<file path="config.mk">
export PLATFORM = sky130hd
export DESIGN_NAME = fdiv_seq
export DESIGN_NICKNAME = d
export VERILOG_FILES = /design/src/rtl/fdiv_seq.sv
export SDC_FILE = /design/constraint.sdc
export NUM_CORES = 1
export LEC_CHECK = 0
export ABC_CLOCK_PERIOD_IN_PS = 9900
export BUFFER_PORTS_ARGS = -buffer_cell sky130_fd_sc_hd__buf_2
export CORE_AREA = 4 4 151 183
export DETAILED_ROUTE_END_ITERATION = 12
export DIE_AREA = 0 0 155 187
export GPL_ROUTABILITY_DRIVEN = 0
export PLACE_DENSITY = 0.55
export SLEW_MARGIN = 20
export SYNTH_ARGS = -nofsm -noshare
export SYNTH_HDL_FRONTEND = slang
export SYNTH_SLANG_ARGS = --single-unit
</file>
<file path="constraint.sdc">
create_clock -name clk -period 9.9 [get_ports clk]
set_input_delay 1.98 -clock clk [delete_from_list [all_inputs] [get_ports clk]]
set_output_delay 1.98 -clock clk [all_outputs]
set_load 0.005 [all_outputs]
</file>
<file path="src/rtl/fdiv_seq.sv">
// fdiv_seq: sequential IEEE-754 single-precision divider, out_div = num1 / num2.
// One quotient bit per cycle (restoring division), start/ready/done handshake.
// Denormals, infinities and NaNs are not recognised; exponent 255 is ordinary.
//
// Ports:
//   clk          rising-edge clock
//   rst          asynchronous active-high reset
//   start        request, sampled only while ready=1
//   num1, num2   dividend / divisor, sampled on the accepting edge
//   ready        idle, able to accept start
//   done         one-cycle pulse, out_div valid from this cycle on
//   out_div      quotient, held until the next result
//   div_by_zero  divisor was zero, held alongside out_div
//
// Build option: define FDIV_ROUND_EN for round-to-nearest-even,
// otherwise the mantissa is truncated. Latency is the same in both builds.
module fdiv_seq (
    input  logic        clk,
    input  logic        rst,
    input  logic        start,
    input  logic [31:0] num1,
    input  logic [31:0] num2,
    output logic        ready,
    output logic        done,
    output logic [31:0] out_div,
    output logic        div_by_zero
);

    localparam int unsigned MW   = 23;  // stored mantissa width
    localparam int unsigned RW   = 25;  // partial remainder width
    localparam int unsigned QW   = 26;  // quotient width
    localparam int unsigned CW   = 5;   // iteration counter width
    localparam int unsigned EW   = 10;  // signed working exponent width
    localparam logic [CW-1:0] LAST_ITER = CW'(25);

    typedef enum logic [1:0] {
        ST_IDLE,
        ST_DIV,
        ST_NORM,
        ST_FIN
    } state_t;

    state_t                state_q, state_d;
    logic [CW-1:0]         cnt_q, cnt_d;
    logic                  sign_q, sign_d;
    logic signed [EW-1:0]  e_q, e_d;
    logic                  m1_lsb_q, m1_lsb_d;
    logic [MW:0]           m2_q, m2_d;
    logic [RW-1:0]         rem_q, rem_d;
    logic [QW-1:0]         q_q, q_d;
    logic                  spec_dbz_q, spec_dbz_d;
    logic [31:0]           out_q, out_d;
    logic                  dbz_q, dbz_d;
    logic                  done_q, done_d;
    logic                  ready_q, ready_d;

    // Operand decode at the accepting edge
    logic                  zero1_c, zero2_c;
    logic signed [EW-1:0]  e_init_c;

    assign zero1_c  = (num1[30:0] == 31'd0);
    assign zero2_c  = (num2[30:0] == 31'd0);
    assign e_init_c = EW'({2'b00, num1[30:23]}) - EW'({2'b00, num2[30:23]}) + EW'(127);

    // One restoring-division step; m1 enters the remainder pre-shifted right by
    // one so the first step's shift brings m1's LSB back in and yields q[25].
    logic [RW-1:0] shifted_c, diff_c;
    logic          ge_c;

    always_comb begin
        shifted_c = {rem_q[RW-2:0], (cnt_q == '0) ? m1_lsb_q : 1'b0};
        ge_c      = (shifted_c >= {1'b0, m2_q});
        diff_c    = shifted_c - {1'b0, m2_q};
    end

    // Normalisation, rounding and range check of the finished quotient
    logic [MW-1:0]         mant_c, mant_f_c;
    logic                  guard_c, sticky_c, inc_c;
    logic [MW:0]           mant_r_c;
    logic signed [EW-1:0]  e_n_c, e_f_c;
    logic [31:0]           norm_res_c;

    always_comb begin
        if (q_q[QW-1]) begin
            mant_c   = q_q[24:2];
            guard_c  = q_q[1];
            sticky_c = q_q[0] | (|rem_q);
            e_n_c    = e_q;
        end else begin
            mant_c   = q_q[23:1];
            guard_c  = q_q[0];
            sticky_c = |rem_q;
            e_n_c    = e_q - EW'(1);
        end
    end

`ifdef FDIV_ROUND_EN
    assign inc_c = guard_c & (sticky_c | mant_c[0]);
`else
    logic round_bits_unused;
    assign round_bits_unused = guard_c | sticky_c;
    assign inc_c             = 1'b0;
`endif

    always_comb begin
        mant_r_c = {1'b0, mant_c} + (MW+1)'(inc_c);
        if (mant_r_c[MW]) begin
            mant_f_c = '0;
            e_f_c    = e_n_c + EW'(1);
        end else begin
            mant_f_c = mant_r_c[MW-1:0];
            e_f_c    = e_n_c;
        end
        if (e_f_c >= $signed(EW'(255))) begin
            norm_res_c = {sign_q, 8'hFF, 23'd0};
        end else if (e_f_c <= $signed(EW'(0))) begin
            norm_res_c = {sign_q, 31'd0};
        end else begin
            norm_res_c = {sign_q, e_f_c[7:0], mant_f_c};
        end
    end

    // Next-state and datapath control
    always_comb begin
        state_d    = state_q;
        cnt_d      = cnt_q;
        sign_d     = sign_q;
        e_d        = e_q;
        m1_lsb_d   = m1_lsb_q;
        m2_d       = m2_q;
        rem_d      = rem_q;
        q_d        = q_q;
        spec_dbz_d = spec_dbz_q;
        out_d      = out_q;
        dbz_d      = dbz_q;
        done_d     = 1'b0;

        unique case (state_q)
            ST_IDLE: begin
                if (start) begin
                    sign_d     = num1[31] ^ num2[31];
                    e_d        = e_init_c;
                    m1_lsb_d   = num1[0];
                    m2_d       = {1'b1, num2[22:0]};
                    rem_d      = {2'b00, 1'b1, num1[22:1]};
                    q_d        = '0;
                    cnt_d      = '0;
                    spec_dbz_d = zero2_c;
                    state_d    = (zero1_c || zero2_c) ? ST_FIN : ST_DIV;
                end
            end
            ST_DIV: begin
                rem_d = ge_c ? diff_c : shifted_c;
                q_d   = {q_q[QW-2:0], ge_c};
                if (cnt_q == LAST_ITER) begin
                    state_d = ST_NORM;
                end else begin
                    cnt_d = cnt_q + CW'(1);
                end
            end
            ST_NORM: begin
                out_d   = norm_res_c;
                dbz_d   = 1'b0;
                done_d  = 1'b1;
                state_d = ST_IDLE;
            end
            ST_FIN: begin
                out_d   = spec_dbz_q ? {sign_q, 8'hFF, 23'd0} : {sign_q, 31'd0};
                dbz_d   = spec_dbz_q;
                done_d  = 1'b1;
                state_d = ST_IDLE;
            end
            default: state_d = ST_IDLE;
        endcase

        ready_d = (state_d == ST_IDLE);
    end

    // State and output registers
    always_ff @(posedge clk or posedge rst) begin
        if (rst) begin
            state_q    <= ST_IDLE;
            cnt_q      <= '0;
            sign_q     <= 1'b0;
            e_q        <= '0;
            m1_lsb_q   <= 1'b0;
            m2_q       <= '0;
            rem_q      <= '0;
            q_q        <= '0;
            spec_dbz_q <= 1'b0;
            out_q      <= '0;
            dbz_q      <= 1'b0;
            done_q     <= 1'b0;
            ready_q    <= 1'b1;
        end else begin
            state_q    <= state_d;
            cnt_q      <= cnt_d;
            sign_q     <= sign_d;
            e_q        <= e_d;
            m1_lsb_q   <= m1_lsb_d;
            m2_q       <= m2_d;
            rem_q      <= rem_d;
            q_q        <= q_d;
            spec_dbz_q <= spec_dbz_d;
            out_q      <= out_d;
            dbz_q      <= dbz_d;
            done_q     <= done_d;
            ready_q    <= ready_d;
        end
    end

    assign ready       = ready_q;
    assign done        = done_q;
    assign out_div     = out_q;
    assign div_by_zero = dbz_q;

endmodule

</file>
## Word level (Yosys, flattened, before mapping)

Index checks and enable logic that the tools add are counted.

| storage, ports and cells | value |
|---|---|
| register bits after elaboration | 129 |
| latch bits | 0 |
| memory bits (writable) | 0 |
| bits in read-only memories | 0 |
| output and inout port bits | 35 |
| memories | 0 |

| cells by class | value |
|---|---|
| add/sub/neg operators | 5 |
| multiply operators | 0 |
| div/mod/pow operators | 0 |
| magnitude comparators | 3 |
| eq/ne operators | 6 |
| shifts and indexed selects | 0 |
| mux-type cells | 21 |
| bitwise logic cells | 1 |
| reduce and logical (&&, ||, !) cells | 12 |

Operators with widths:

| cell | count |
|---|---|
| $mux 31 | 3 |
| $pmux 32 s2 | 1 |
| $logic_not 31->1 | 2 |
| $pmux 26 s2 | 1 |
| $mux 24 | 2 |
| $pmux 24 s2 | 1 |
| $mux 26 | 1 |
| $ge 25x24->1 | 1 |
| $sub 24x24->24 | 1 |
| $mux 23 | 1 |
| $add 9x8->10 const B | 1 |
| $ge 10x9->1 const B | 1 |
| $le 10x1->1 const B | 1 |
| $mux 10 | 1 |
| $mux 5 | 2 |
| $pmux 5 s2 | 1 |
| $sub 10x2->10 const B | 1 |
| $sub 8x8->9 | 1 |
| $mux 2 | 3 |
| $pmux 2 s3 | 1 |
| $add 5x1->5 const B | 1 |
| $eq 5x5->1 const B | 1 |
| $logic_not 5->1 | 1 |
| $eq 2x2->1 const B | 2 |
| other kinds (11) | 16 |

## Depth between registers and ports, before layout

| depth | value |
|---|---|
| depth after elaboration | 6 |
| mapped depth | 14 |
| gate-level depth less buffers | 14 |

## Worst setup path after synthesis

Ideal clock, no wire load.

| timing | value |
|---|---|
| kind | input port to flip-flop |
| from | in num1[23] |
| to | reg e_q[7] |
| library setup time | 0.134 ns |
| arrival | 4.079 ns |
| path slack | 5.687 ns |
| stages | 12 |
| buffers on the path | 0 |
| path through | inv_1 -> ha_1 -> inv_1 -> fa_1 -> a21o_1 -> a21oi_1 -> o21bai_1 -> a211oi_1 -> a21oi_1 -> or3b_2 -> xnor2_1 -> o21ai_0 |

| on the way | value |
|---|---|
| cells in the longest elaborated chain, start to end | 2 |

RTL lines:

| what | RTL line | text |
|---|---|---|
| start, declared | 21 | `input logic [31:0] num1,` |
| $sub 8x8->9 | 63 | `assign e_init_c = EW'({2'b00, num1[30:23]}) - EW'({2'b00, num2[30:23]}) + EW'(127);` |
| $add 9x8->10 | 63 |  |
| end signal, assigned | 185 | `e_q <= '0;` |
| end signal, assigned | 199 | `e_q <= e_d;` |
| end, declared | 46 | `logic signed [EW-1:0] e_q, e_d;` |

Every way passes these cells.
A chain may end at the register's enable or synchronous reset.

## Worst setup path in the final report

Same ends and word-level chain as after synthesis.

==> flow_summary.json <==
{
  "max_cap_viol_count": 0,
  "dieArea_um2": 29000,
  "slew_violations": 0,
  "path_cells": "buf_2 > inv_1 > ha_1 > inv_1 > fa_1 > a21o_1 > a21oi_1 > o21bai_1 > a211oi_1 > a21oi_1 > or3b_2 > xnor2_1 > o21ai_0",
  "hpwl_mm": 15.0,
  "cts_root_buf": "clkbuf_16",
  "synth_edf_count": 0,
  "synthMostInstantiatedCell": "dfrtp_1",
  "p_per_area_nw_per_um2": 366,
  "layout_min_cycle_time_ns": 4.07,
  "core_um2": 25900,
  "hold_path.class": "flop to flop",
  "critPathLaunchType": "input pin",
  "cts_tree": "done",
  "crit_slowest_cell": "or3b_2",
  "synth.avg_cell_area_um2": 9.42,
  "cts.sinks": 129,
  "critPathCaptureType": "flop",
  "ir_drop_uv": 186,
  "finalHoldViolations": 0,
  "numPortBuffers": 101,
  "status": "finished clean",
  "grtUsageTotal_pct": 14.5,
  "antenna_found_initial": 1,
  "path_class": "input pin to flop",
  "drt_iter0_drc": 323,
  "path_delay_family": "compound AO/OA/AOI/OAI gates",
  "synthesis.nets": 919,
  "num_vias": 6273,
  "clk_pin_slew_ns": 0.06,
  "diodes": 0,
  "hold_ws_ns": 0.456,
  "die_w_um": 155,
  "initial_core_util_pct": 29.5,
  "ant_nets": 0,
  "yosysTopAreaCell": "dfrtp_1",
  "grt_pass1_vias": 6341,
  "die_y_um": 187,
  "finalSetupViolCount": 0,
  "worstPathMaxFanout": 3,
  "cts.path.max_buffers": 2,
  "grt_max_degree": 66,
  "fmax_mhz": 245,
  "grt-ovfl-total": 0,
  "cts_made_buffers": 17,
  "insertion_delay_ns": 0.42,
  "synthTopCellsByCount": "128 x dfrtp_1, 75 x nand2_1, 65 x o21ai_0",
  "finalSetupTns_ns": 0,
  "async_flop_share_pct": 100,
  "cp.required_ns": 10.19,
  "relSlewSlack_pct": 32.6,
  "h-tree-depth": 4,
  "synthFlopType": "dfrtp_1",
  "ys_top_cells_by_area": "dfrtp_1 42%, ha_1 6.0%, mux2i_1 5.0%",
  "synth.distinct_cells": 70,
  "worst_pin_slew_ns": 1.01,
  "synth_top_cell_area_share_pct": 41.8,
  "drt_first_pass_iters": 5,
  "layout-drive-gt1-share_pct": 17.7,
  "ys_seq_area_share_pct": 42.1,
  "num_rows": 65,
  "areaGrowthSynthToFinish_pct": 18.8,
  "drt_wl_total_mm": 20.8,
  "wl_per_cell_um": 16.7,
  "skew_ns": 0.00485,
  "via_per_inst": 5.04,
  "grt_pass1_wl_mm": 33.7,
  "cts_resized": 0,
  "rrSetupSlack_ns": 6.08,
  "cts-hold-fix-buffers": 0,
  "post-route-period-util_pct": 41.2,
  "ys_seq_elements": 129,
  "cp.buffers_inverters": 3,
  "worstPathArrival_ns": 4.37,
  "synthCells": 813,
  "crit_path_max_incr_delay_ns": 0.49,
  "ys_warn_count": 0,
  "postCtsSetupBuffers": 0,
  "nets": 1003,
  "drc": 0,
  "leakage_nw": 4.21,
  "rsz0062_at_grt": "no",
  "syn_area_um2": 7660,
  "top_level_ports": 102
}
[worst reg2reg max path: stages (launching register included)]
cell and delay [ns]:
dfrtp_1 0.69, clkinv_1 0.96, nand2_1 1.04, nand2_1 0.10, buf_4 0.29, or4_1 0.56, o211ai_1 0.09
[cell type report]
class                      instances  area [um^2]
inverter                          57          216
multi-input combinational        584         4060
fill                            2645        16800
timing repair buffer             108          578
clock inverter                    15          170
tap                              335          419
clock buffer                      17          425
sequential                       129         3230
[kinds of logic after synthesis]
family | share of synthesized area, %
compound gates | 22.1
simple gates | 14.3
flops | 42.1
buf+inv | 5.16
mux | 5.26
xor+xnor | 4.46
fa+ha+maj | 6.56
[state kept, by name, indices dropped and copies added, names as in the netlist]
signal       cells
m2_q            24
m1_lsb_q         1
q_q             26
done             1
ready            1
e_q             10
div_by_zero      1
cnt_q            5
out_div         32
spec_dbz_q       1
sign_q           1
rem_q           24
state_q          2
[where the power goes]
group	total, mW	internal, mW	switching [mW]
Sequential	0.891	0.729	0.162
Clock	0.638	0.378	0.260
Combinational	1.80	0.788	1.01
Total	3.33	1.90	1.43
[worst paths after layout]
kind,startpoint,endpoint,depth (start not counted)
max,num1[23],e_q[7],13
min,m2_q[23],m2_q[23],2
max reg2reg,state_q[1],state_q[1],6
min reg2reg,m2_q[23],m2_q[23],2
max in group asynchronous,rst,rem_q[17],3
min in group asynchronous,rst,out_div[18],2
[metal layers]
metal	vias to the layer above	global-route usage, %	part of all wire [%]
met1	2981	19.0	46
met2	123	24.2	48
met4	2	4.08	1.5
li1	3141	-	-
met3	26	2.92	4.0
met5	-	0	0.096
[layout by cell type (no fill, tap or decap), types with 5 or more instances in the layout]
| cell type | instances |
|---|---|
| o2bb2ai_1 | 25 |
| a22o_1 | 28 |
| inv_6 | 7 |
| buf_2 | 101 |
| o21a_1 | 8 |
| and3_1 | 8 |
| nor2b_1 | 6 |
| dfrtp_1 | 128 |
| a21oi_1 | 41 |
| nor4_1 | 16 |
| nor3_1 | 16 |
| a31oi_1 | 7 |
| or2_2 | 5 |
| buf_4 | 6 |
| o21bai_1 | 5 |
| xnor2_1 | 25 |
| o21ai_0 | 65 |
| nand4_1 | 9 |
| nor2_1 | 39 |
| o31ai_1 | 5 |
| inv_1 | 54 |
| nand2_1 | 75 |
| clkbuf_16 | 17 |
| ha_1 | 37 |
| o22ai_1 | 11 |
| nand3_1 | 19 |
| a211o_1 | 6 |
| mux2i_1 | 38 |
| a211oi_1 | 6 |
| a21o_1 | 10 |
| xor2_1 | 14 |
[through the flow]
step	total power, mW	instances	utilization (%)	cell area, um^2	setup WS [ns]
after CTS	3.34	1244	35.0	9070	5.82
after floorplan	2.28	813	-	7660	4.48
after global placement	2.67	1212	32.7	8480	5.45
after detailed placement	2.68	1212	32.7	8480	5.37
final	3.33	1245	35.1	9100	5.83
after global routing	3.62	1245	35.1	9100	5.65
No activity file was read; power rests on OpenSTA's default activity.
